--- src/rtl/serial_sub_ctrl_pkg.sv ---
// Shared types and helpers for the bit-serial subtractor controller.
// Holds the FSM state encoding and the counter width rule.
package serial_sub_ctrl_pkg;

    typedef enum logic [1:0] {
        ST_IDLE = 2'd0,
        ST_RUN  = 2'd1,
        ST_DONE = 2'd2
    } state_t;

    // A WIDTH of 1 would give $clog2 = 0, so the counter keeps at least one bit.
    function automatic int cnt_width(input int w);
        return (w > 1) ? $clog2(w) : 1;
    endfunction

endpackage

--- src/rtl/serial_sub_ctrl_full_sub_cell.sv ---
// Combinational 1-bit full subtractor: d = a - b - bin, bout is the borrow out.
module full_sub_cell (
    input  logic a,
    input  logic b,
    input  logic bin,
    output logic d,
    output logic bout
);

    assign d    = a ^ b ^ bin;
    assign bout = (~a & b) | (~a & bin) | (b & bin);

endmodule

--- src/rtl/serial_sub_ctrl.sv ---
// Bit-serial A - B controller: one full-subtractor cell reused LSB-first,
// one bit per clock, with a start/ready handshake and a one-cycle done pulse.
module serial_sub_ctrl
    import serial_sub_ctrl_pkg::*;
#(
    parameter int WIDTH = 8
) (
    input  logic             clk,
    input  logic             rst,
    input  logic             start,
    input  logic [WIDTH-1:0] a,
    input  logic [WIDTH-1:0] b,
    output logic             ready,
    output logic             done,
    output logic [WIDTH-1:0] diff,
    output logic             borrow_out
);

    localparam int CW = cnt_width(WIDTH);
    localparam logic [CW-1:0] LAST_CNT = CW'(WIDTH - 1);

    state_t           r_state;
    state_t           w_next_state;

    logic [WIDTH-1:0] r_a;
    logic [WIDTH-1:0] r_b;
    logic [WIDTH-1:0] r_res;
    logic             r_borrow;
    logic [CW-1:0]    r_cnt;
    logic [WIDTH-1:0] r_diff;
    logic             r_borrow_out;

    logic             w_d;
    logic             w_bout;
    logic             w_last;
    logic [WIDTH-1:0] w_msb_d;
    logic [WIDTH-1:0] w_res_next;

    full_sub_cell u_cell (
        .a    (r_a[0]),
        .b    (r_b[0]),
        .bin  (r_borrow),
        .d    (w_d),
        .bout (w_bout)
    );

    assign w_last = (r_cnt == LAST_CNT);

    // The new difference bit enters at the MSB so that after WIDTH shifts the
    // first (LSB) bit has reached position 0; built without slicing so WIDTH=1 works.
    always_comb begin
        w_msb_d            = '0;
        w_msb_d[WIDTH-1]   = w_d;
        w_res_next         = (r_res >> 1) | w_msb_d;
    end

    always_ff @(posedge clk) begin
        if (rst) begin
            r_state <= ST_IDLE;
        end else begin
            r_state <= w_next_state;
        end
    end

    always_comb begin
        w_next_state = r_state;
        case (r_state)
            ST_IDLE: begin
                if (start) begin
                    w_next_state = ST_RUN;
                end
            end
            ST_RUN: begin
                if (w_last) begin
                    w_next_state = ST_DONE;
                end
            end
            ST_DONE: begin
                w_next_state = ST_IDLE;
            end
            default: begin
                w_next_state = ST_IDLE;
            end
        endcase
    end

    always_ff @(posedge clk) begin
        if (rst) begin
            r_a          <= '0;
            r_b          <= '0;
            r_res        <= '0;
            r_borrow     <= 1'b0;
            r_cnt        <= '0;
            r_diff       <= '0;
            r_borrow_out <= 1'b0;
        end else begin
            case (r_state)
                ST_IDLE: begin
                    if (start) begin
                        r_a      <= a;
                        r_b      <= b;
                        r_res    <= '0;
                        r_borrow <= 1'b0;
                        r_cnt    <= '0;
                    end
                end
                ST_RUN: begin
                    r_a      <= r_a >> 1;
                    r_b      <= r_b >> 1;
                    r_res    <= w_res_next;
                    r_borrow <= w_bout;
                    r_cnt    <= r_cnt + 1'b1;
                    // Results are published on the edge into DONE so they are
                    // valid in the same cycle as the done pulse.
                    if (w_last) begin
                        r_diff       <= w_res_next;
                        r_borrow_out <= w_bout;
                    end
                end
                default: begin
                end
            endcase
        end
    end

    assign ready      = (r_state == ST_IDLE);
    assign done       = (r_state == ST_DONE);
    assign diff       = r_diff;
    assign borrow_out = r_borrow_out;

endmodule

--- config.mk ---
export PLATFORM = sky130hd
export DESIGN_NAME = serial_sub_ctrl
export DESIGN_NICKNAME = d
export VERILOG_FILES = /design/src/rtl/serial_sub_ctrl_pkg.sv /design/src/rtl/serial_sub_ctrl_full_sub_cell.sv /design/src/rtl/serial_sub_ctrl.sv
export SDC_FILE = /design/constraint.sdc
export NUM_CORES = 1
export LEC_CHECK = 0
export ABC_AREA = 1
export CORE_UTILIZATION = 50
export CTS_CLUSTER_DIAMETER = 200
export DETAILED_ROUTE_END_ITERATION = 7
export PLACE_DENSITY = 0.76
export SYNTH_ARGS = -nofsm -noshare
export SYNTH_HDL_FRONTEND = slang
export SYNTH_SLANG_ARGS = --single-unit
--- constraint.sdc ---
create_clock -name clk -period 1.6 [get_ports clk]
set_input_delay 0.4 -clock clk [delete_from_list [all_inputs] [get_ports clk]]
set_output_delay 0.4 -clock clk [all_outputs]
set_load 0.02 [all_outputs]
# Yosys cells after proc, flatten, opt, wreduce, memory -nomap -nowiden

Index checks and enable logic that the tools add are counted.

Flip-flop bits (word level): 39
Output and inout bits: 11
Word-level logic and storage cells: 41

Add/subtract/negate cells: 1
Eq/ne operators: 5
Multiplexer cells: 13
Bitwise gates (word level): 9
Reductions and logical operators: 5

Operators by type and width:

| cell                                                            | number |
|---|---|
| 8-bit case mux with 2 select lines                              | 3 |
| 8-bit 2-to-1 mux                                                | 3 |
| 7-bit by 8-bit bitwise OR with 8-bit output                     | 1 |
| 3-bit case mux with 2 select lines                              | 1 |
| 2-bit AND reduction                                             | 3 |
| 2-bit 2-to-1 mux                                                | 2 |
| 2-bit != test, second input constant                            | 2 |
| 2-bit case mux with 2 select lines                              | 1 |
| 3-bit by 1-bit adder with 3-bit output, second input constant   | 1 |
| 1-bit bitwise AND                                               | 3 |
| 3-bit == test, second input constant                            | 1 |
| 3-bit 2-to-1 mux                                                | 1 |
| 2-bit by 1-bit == test with 1-bit output, second input constant | 1 |
| 2-bit == test, second input constant                            | 1 |
| 2-bit logical NOT                                               | 1 |
| 1-bit bitwise OR                                                | 2 |
| 1-bit case mux with 2 select lines                              | 1 |
| 2-bit nonzero test                                              | 1 |
| 1-bit bitwise XOR                                               | 2 |
| 1-bit 2-to-1 mux                                                | 1 |
| 1-bit inverter                                                  | 1 |

# Longest topological paths before layout

Gate-level depths: netlist of the first run.

Depth after elaboration: 5
Mapped depth: 8
Depth with buffers taken out: 8

# Hierarchy

From an unflattened synthesis of the first run, not the netlist that was laid out.

Cells, all modules: 249
Area total of the unflattened synthesis: 1690.4 um2

Modules (own cells, without submodules):

| module          | instances | cells an instance | area each (um2) | seq. area each (um2) |
|---|---|---|---|---|
| serial_sub_ctrl | 1         | 246               | 1662.8          | 760.7 |
| full_sub_cell   | 1         | 3                 | 27.5            | 0.0 |

# Worst setup path after synthesis of the first run

Ideal clock, no wire load.

Path kind: reg2out
Start point: reg r_state[0]
End point: out done
Data arrival time: 883 ps
Data required time: 1200 ps
Slack: 317 ps
Cell stages (with the launch flop): 4
Buffers on the path: 2
Cell sequence: dfxtp_1 > buf_6 > buf_2 > nor2_1

Cells in the longest elaborated chain, start to end: 1

Ends and longest elaborated chain:

| element                | RTL line               | text |
|---|---|---|
| from (decl)            | serial_sub_ctrl.sv:22  | `state_t r_state;` |
| from (signal assigned) | serial_sub_ctrl.sv:61  | `r_state <= w_next_state;` |
| 2-bit == test          | serial_sub_ctrl.sv:127 | `assign done = (r_state == ST_DONE);` |
| to (decl)              | serial_sub_ctrl.sv:14  | `output logic done,` |

No other way between the ends.

# Worst setup path in the final report of the first run

Start point: reg r_state[1]
End point: out ready

Cells in the longest elaborated chain, start to end: 1

Ends and longest elaborated chain:

| element           | RTL line               | text |
|---|---|---|
| 2-bit logical NOT | serial_sub_ctrl.sv:126 | `assign ready = (r_state == ST_IDLE);` |
| to (decl)         | serial_sub_ctrl.sv:13  | `output logic ready,` |

No other way between the ends.

==> results of run 1 <==
layer usage:
metal | GRT usage | up-vias
met5 | 0 | -
met4 | 0.130 | 0
met3 | 0.0455 | 7
met2 | 0.365 | 26
met1 | 0.245 | 655
li1 | - | 809
area by class of cell:
cell class | instances | area [µm²]
timing repair buffer | 38 | 380
tap | 44 | 55.1
clock buffer | 6 | 51.3
sequential | 38 | 762
fill | 285 | 1000
multi-input combinational | 160 | 704
inverter | 38 | 143
clock inverter | 1 | 30.0
per-stage QoR:
step	setup WS [ns]	area [µm²]
after detailed placement	0.0243	2060
after CTS	0.00310	2130
after global placement	0.0807	2060
after global routing	0.0306	2130
after floorplan	0.317	1690
final	0.0591	2130
cell usage after synthesis, drive strengths merged:
| cell type | n | area share |
|---|---|---|
| nand2 | 95 | 0.21 |
| dfxtp | 38 | 0.45 |
| inv | 38 | 0.085 |
| a21oi | 26 | 0.077 |
| nor2 | 21 | 0.048 |
| nand3 | 10 | 0.030 |
| buf | 9 | 0.044 |
| o21ai | 4 | 0.019 |
| clkbuf | 2 | 0.0045 |
| ha | 2 | 0.015 |
| fa | 1 | 0.012 |
| nor3 | 1 | 0.0030 |
sequential cells by signal, indices dropped and copies added (netlist names):
name and count:
diff 8, r_a 8, r_b 8, r_res 7, r_cnt 3, r_state 2, borrow_out 1, r_borrow 1
power by group:
part	internal [mW]	total (mW)	switching (mW)
Sequential	0.990	1.01	0.0176
Clock	0.364	0.685	0.321
Combinational	0.132	0.282	0.150
path summary, 6_finish.rpt:
kind	endpoint	startpoint	slack, ns
min reg2reg	diff[2]	r_res[3]	0.47
min	diff[2]	r_res[3]	0.47
max reg2reg	r_res[7]	r_state[0]	0.24
max	ready	r_state[1]	0.06
placed cells by master (no fill, tap or decap):
cell type,n
clkbuf_4,5
buf_4,6
inv_2,3
inv_1,35
buf_2,1
nand2_1,94
o21ai_4,1
nor2_2,2
fa_1,1
nand3_1,10
nor2_1,19
o21ai_0,3
buf_12,3
clkbuf_8,1
nor3_1,1
ha_1,2
dfxtp_2,1
dfxtp_1,37
a21oi_1,26
clkdlybuf4s50_1,18
bufinv_16,1
dlygate4sd2_1,9
clkdlybuf4s15_2,1
nand2_2,1
cells by family after synthesis:
kind of cell,Yosys count
buffers and inverters,49
AND/OR/NAND/NOR,127
flip-flops,38
adder cells (fa/ha/maj),3
AO/OA/AOI/OAI,30
critical path, cell delays in order (launching register included):
cell and delay [ns]:
dfxtp_2 0.36, nor2_2 0.15, clkdlybuf4s15_2 0.28
what timing repair did:
| action | CTS | global route |
|---|---|---|
| setup buffers | 0 | 0 |
| cloned | 0 | 0 |
| endpoints found under the hold margin | 0 | 0 |
| endpoints found under the setup margin | 11 | 1 |
| resized for setup | 16 | 2 |
==> impl_metrics.json, run 1 <==
{
  "worstSetupEndpointType": "output pin",
  "fin_tns_setup_ns": 0,
  "finish.net_count": 303,
  "ys_warn_count": 0,
  "routed_wirelength_mm": 3.34,
  "synthToLayoutAreaGrowth_pct": 26.0,
  "route.layer.met1.wl_mm": 1.56,
  "timing_hold_violations_final": 0,
  "worst-path-max-fanout": 3,
  "detailroute.via_count": 1497,
  "timing.critical_path.arrival_ns": 1.14,
  "top_level_ports": 30,
  "clock_skew_after_layout_ns": 0.00955,
  "htree_levels": 2,
  "place.port_buffers": 29,
  "clk_pin_slew_ns": 0.11,
  "synth_nets": 269,
  "wl_met2_mm": 1.57,
  "die_area_um2": 3610,
  "muxShareOfSynthArea": 0,
  "floorplan.initialDensity": 0.539,
  "finalWorstPathRequiredPeriod_ns": 1.54,
  "detail_route.vias_per_cell": 4.61,
  "top_layer_used": "met4",
  "ir_worst_vdd_mv": 0.625,
  "grt_overflow_total": 0,
  "dp_hpwl_mm": 2.29,
  "start_kind": "flip-flop",
  "dieWidth_um": 60.1,
  "post_synth_instance_area_um2": 1690,
  "grt_pass1_vias": 1381,
  "worstRegToRegCells": 5,
  "clkLatencyLatePin_ns": 0.36,
  "timing.critical_path.required_ns": 1.20,
  "holdWs_ns": 0.473,
  "hold_depth": 2,
  "synth_compound_area_frac": 0.0957,
  "synth-seq-area-share": 0.451,
  "cts_num_sinks": 38,
  "criticalPathCategory": "flip-flop to output pin",
  "synth-simple-area-share": 0.294,
  "grt_first_pass_wirelength_mm": 5.64,
  "cts_tree": "built",
  "fp.coreArea_um2": 3130,
  "antenna_found_initial": 0,
  "insertedDiodeCount": 0,
  "clockBufferDepth": 2,
  "synth_top_family_by_area": "simple AND/OR/NAND/NOR gates",
  "synthDistinctLibCells": 18,
  "wire_per_inst_um": 10.3,
  "cts_hold_repair.buffers": 0,
  "detailedRoute.firstIterationViolations": 68,
  "total_power_mw": 1.97,
  "achievable-frequency_ghz": 0.649,
  "first_pass_iters": 4,
  "timing.max_slew.rel_slack": 0.840,
  "finalWeightedCongestion": 0.748,
  "synth_seq_cells": 38,
  "detailroute.wirelength.met3_um": 136,
  "fp-row-count": 20,
  "synth-adder-area-share": 0.0267,
  "grt_usage": 0.215,
  "drv_slew": 0,
  "outcome": "complete, no violations",
  "ant_nets": 0,
  "die_h_um": 60.1,
  "layout_cells_sized_above_1": 0.0925,
  "cap_viol_max_count": 0,
  "setup_viol": 0,
  "fin_cells": 325,
  "power_per_cell_area_nw_per_um2": 929,
  "grt_setup_unrepaired": "false",
  "root_buffer": "clkbuf_4",
  "layout_worst_path_cycle_share": 0.963,
  "placed_cells": 318,
  "hp-class": "flip-flop to flip-flop",
  "mean_syn_cell_area_um2": 6.83,
  "power_leakage_nw": 1.06,
  "post_synth_xor_area_fraction": 0,
  "post-route-drc-count": 0,
  "grt_max_degree": 28,
  "max_slew.worst_pin.slew_ns": 0.240,
  "netlist_instances": 247,
  "cts-buffers-inserted": 5,
  "utilization": 0.680
}
Power figures use the tool's default switching activity.
==> inputs of run 2 (changes only) <==
PLACE_DENSITY = 0.87   (was 0.76)
==> run 2 against run 1 <==
Final cell count up 0.31%. First-iteration DRC count up 2.9%. Flip-flop and latch count unchanged. Sequential share of layout area up 0.38 points. Routed wire length down 0.66%. Worst hold slack worse by 0.0051 ns. Largest power group unchanged. Clock skew up 0.0017 ns. Final area down 1.1%.
==> impl_metrics.json, run 2 (synthesis gave the netlist of run 1 again) <==
{
  "detailroute.via_count": 1515,
  "die_area_um2": 3610,
  "finalWorstPathRequiredPeriod_ns": 1.52,
  "most-common-layout-cells": "nand2_1 (94), dfxtp_1 (37), inv_1 (35)",
  "placed_cells": 318,
  "dp_hpwl_mm": 2.33,
  "htree_levels": 2,
  "holdWs_ns": 0.468,
  "area_used_by_multi_input_combinational_logic_um2": 704,
  "area.sequential_um2": 762,
  "fin_cells": 326,
  "p_int_mw": 1.44,
  "power.switching_uw": 487,
  "finalWeightedCongestion": 0.788,
  "fp.coreArea_um2": 3130,
  "power_per_cell_area_nw_per_um2": 915,
  "clock_skew_after_layout_ns": 0.0112,
  "timing.critical_path.arrival_ns": 1.12,
  "achievable-frequency_ghz": 0.658,
  "dieWidth_um": 60.1,
  "clockBufferDepth": 2,
  "reg2reg_slack_ns": 0.26,
  "worstPathCellList": "inv_1, nor2_1, clkdlybuf4s15_2",
  "worst_setup_path_startpoint": "r_state[1]",
  "timing.max_slew.rel_slack": 0.858,
  "final_common_cell": "nand2_1",
  "post-route-drc-count": 0,
  "seq_power_share": 0.523,
  "total_power_mw": 1.93,
  "timing_hold_violations_final": 0,
  "place.port_buffers": 29,
  "layout_cells_sized_above_1": 0.0957,
  "clk_pin_slew_ns": 0.12,
  "die_h_um": 60.1,
  "first_pass_iters": 4,
  "finish.net_count": 303,
  "antenna_found_initial": 0,
  "detailedRoute.firstIterationViolations": 70,
  "setup_viol": 0,
  "dp_slack_ns": 0.0492,
  "layout_worst_path_cycle_share": 0.950,
  "nFillCells": 256,
  "drv_slew": 0,
  "outcome": "complete, no violations",
  "cts_repair_resize_count": 15,
  "worst-path-max-fanout": 3,
  "final_area_um2": 2100,
  "post_cts_buffers": 0,
  "grt_usage": 0.215,
  "fin_tns_setup_ns": 0,
  "grt_max_degree": 29,
  "regToRegStartpoint": "r_cnt[0]",
  "swShare": 0.253,
  "slowest_delay_ns": 0.37,
  "fp-row-count": 20,
  "worstRegToRegCells": 8,
  "utilization": 0.672,
  "grt_first_pass_wirelength_mm": 5.71,
  "max_slew.worst_pin.slew_ns": 0.214,
  "clock_share_of_power": 0.335,
  "timing.critical_path.required_ns": 1.20,
  "critical_path_end": "done",
  "start_kind": "flip-flop",
  "wire_per_inst_um": 10.2,
  "pwr-share-comb": 0.141,
  "root_buffer": "clkbuf_4",
  "synthToLayoutAreaGrowth_pct": 24.7,
  "grt_pass1_vias": 1400,
  "insertedDiodeCount": 0,
  "hp-class": "flip-flop to flip-flop",
  "ir_worst_vdd_mv": 0.608,
  "r2r-end": "diff[6]",
  "cts-buffers-inserted": 5,
  "cts_tree": "built",
  "worstSetupEndpointType": "output pin",
  "power_leakage_nw": 1.05,
  "top_level_ports": 30,
  "cts_hold_repair.buffers": 0,
  "grt_overflow_total": 0,
  "placed_cell_area_um2": 2030,
  "cts_num_sinks": 38,
  "floorplan.initialDensity": 0.539,
  "cell_at_the_slowest_stage_of_the_critical_path": "dfxtp_2",
  "setup_ws_ns": 0.0807,
  "cap_viol_max_count": 0,
  "clkLatencyLatePin_ns": 0.36,
  "criticalPathCategory": "flip-flop to output pin",
  "grt_setup_unrepaired": "false",
  "ant_nets": 0,
  "detail_route.vias_per_cell": 4.65,
  "routed_wirelength_mm": 3.31
}
## run 2: layout make-up
| class | instances | area share |
|---|---|---|
| inverter | 38 | 0.0678 |
| clock inverter | 3 | 0.0190 |
| multi-input combinational | 160 | 0.335 |
| sequential | 38 | 0.362 |
| timing repair buffer | 38 | 0.172 |
| clock buffer | 5 | 0.0178 |
| tap | 44 | 0.0262 |
## run 2: worst min path at each step
| stage | startpoint | end | slack (ns) | cells past startpoint |
|---|---|---|---|---|
| 3_3_place_gp | r_a[7] | r_a[7] | 0.45 | 2 |
| 6_report | r_res[1] | r_res[1] | 0.47 | 2 |
| 5_1_grt | r_a[7] | r_a[7] | 0.49 | 2 |
| 4_1_cts | r_a[7] | r_a[7] | 0.47 | 2 |
| 3_5_place_dp | r_a[7] | r_a[7] | 0.45 | 2 |
| 2_1_floorplan | r_a[7] | r_a[7] | 0.43 | 2 |
## run 2: layer usage
| metal | vias to the layer above | share of wire | GRT usage |
|---|---|---|---|
| met2 | 26 | 0.50 | 0.378 |
| met3 | 8 | 0.039 | 0.0455 |
| met1 | 676 | 0.44 | 0.241 |
| li1 | 805 | - | - |
| met4 | 0 | 0.021 | 0.113 |
| met5 | - | 0 | 0 |
## run 2: worst max-delay path: cells and delay by family (launching register included)
kind / cells / cell delay (ns)
flip-flops: 1 / 0.37
buffers and inverters: 2 / 0.31
AND/OR/NAND/NOR: 1 / 0.09
## run 2: power by group through the flow
| stage | Combinational [mW] | Sequential, mW | Clock [mW] |
|---|---|---|---|
| finish | 0.272 | 1.01 | 0.646 |
| global route | 0.310 | 1.01 | 0.713 |
| CTS | 0.274 | 1.01 | 0.654 |
| detailed placement | 0.271 | 1.03 | 0 |
| global placement | 0.266 | 1.03 | 0 |
| floorplan | 0.187 | 1.02 | 0 |
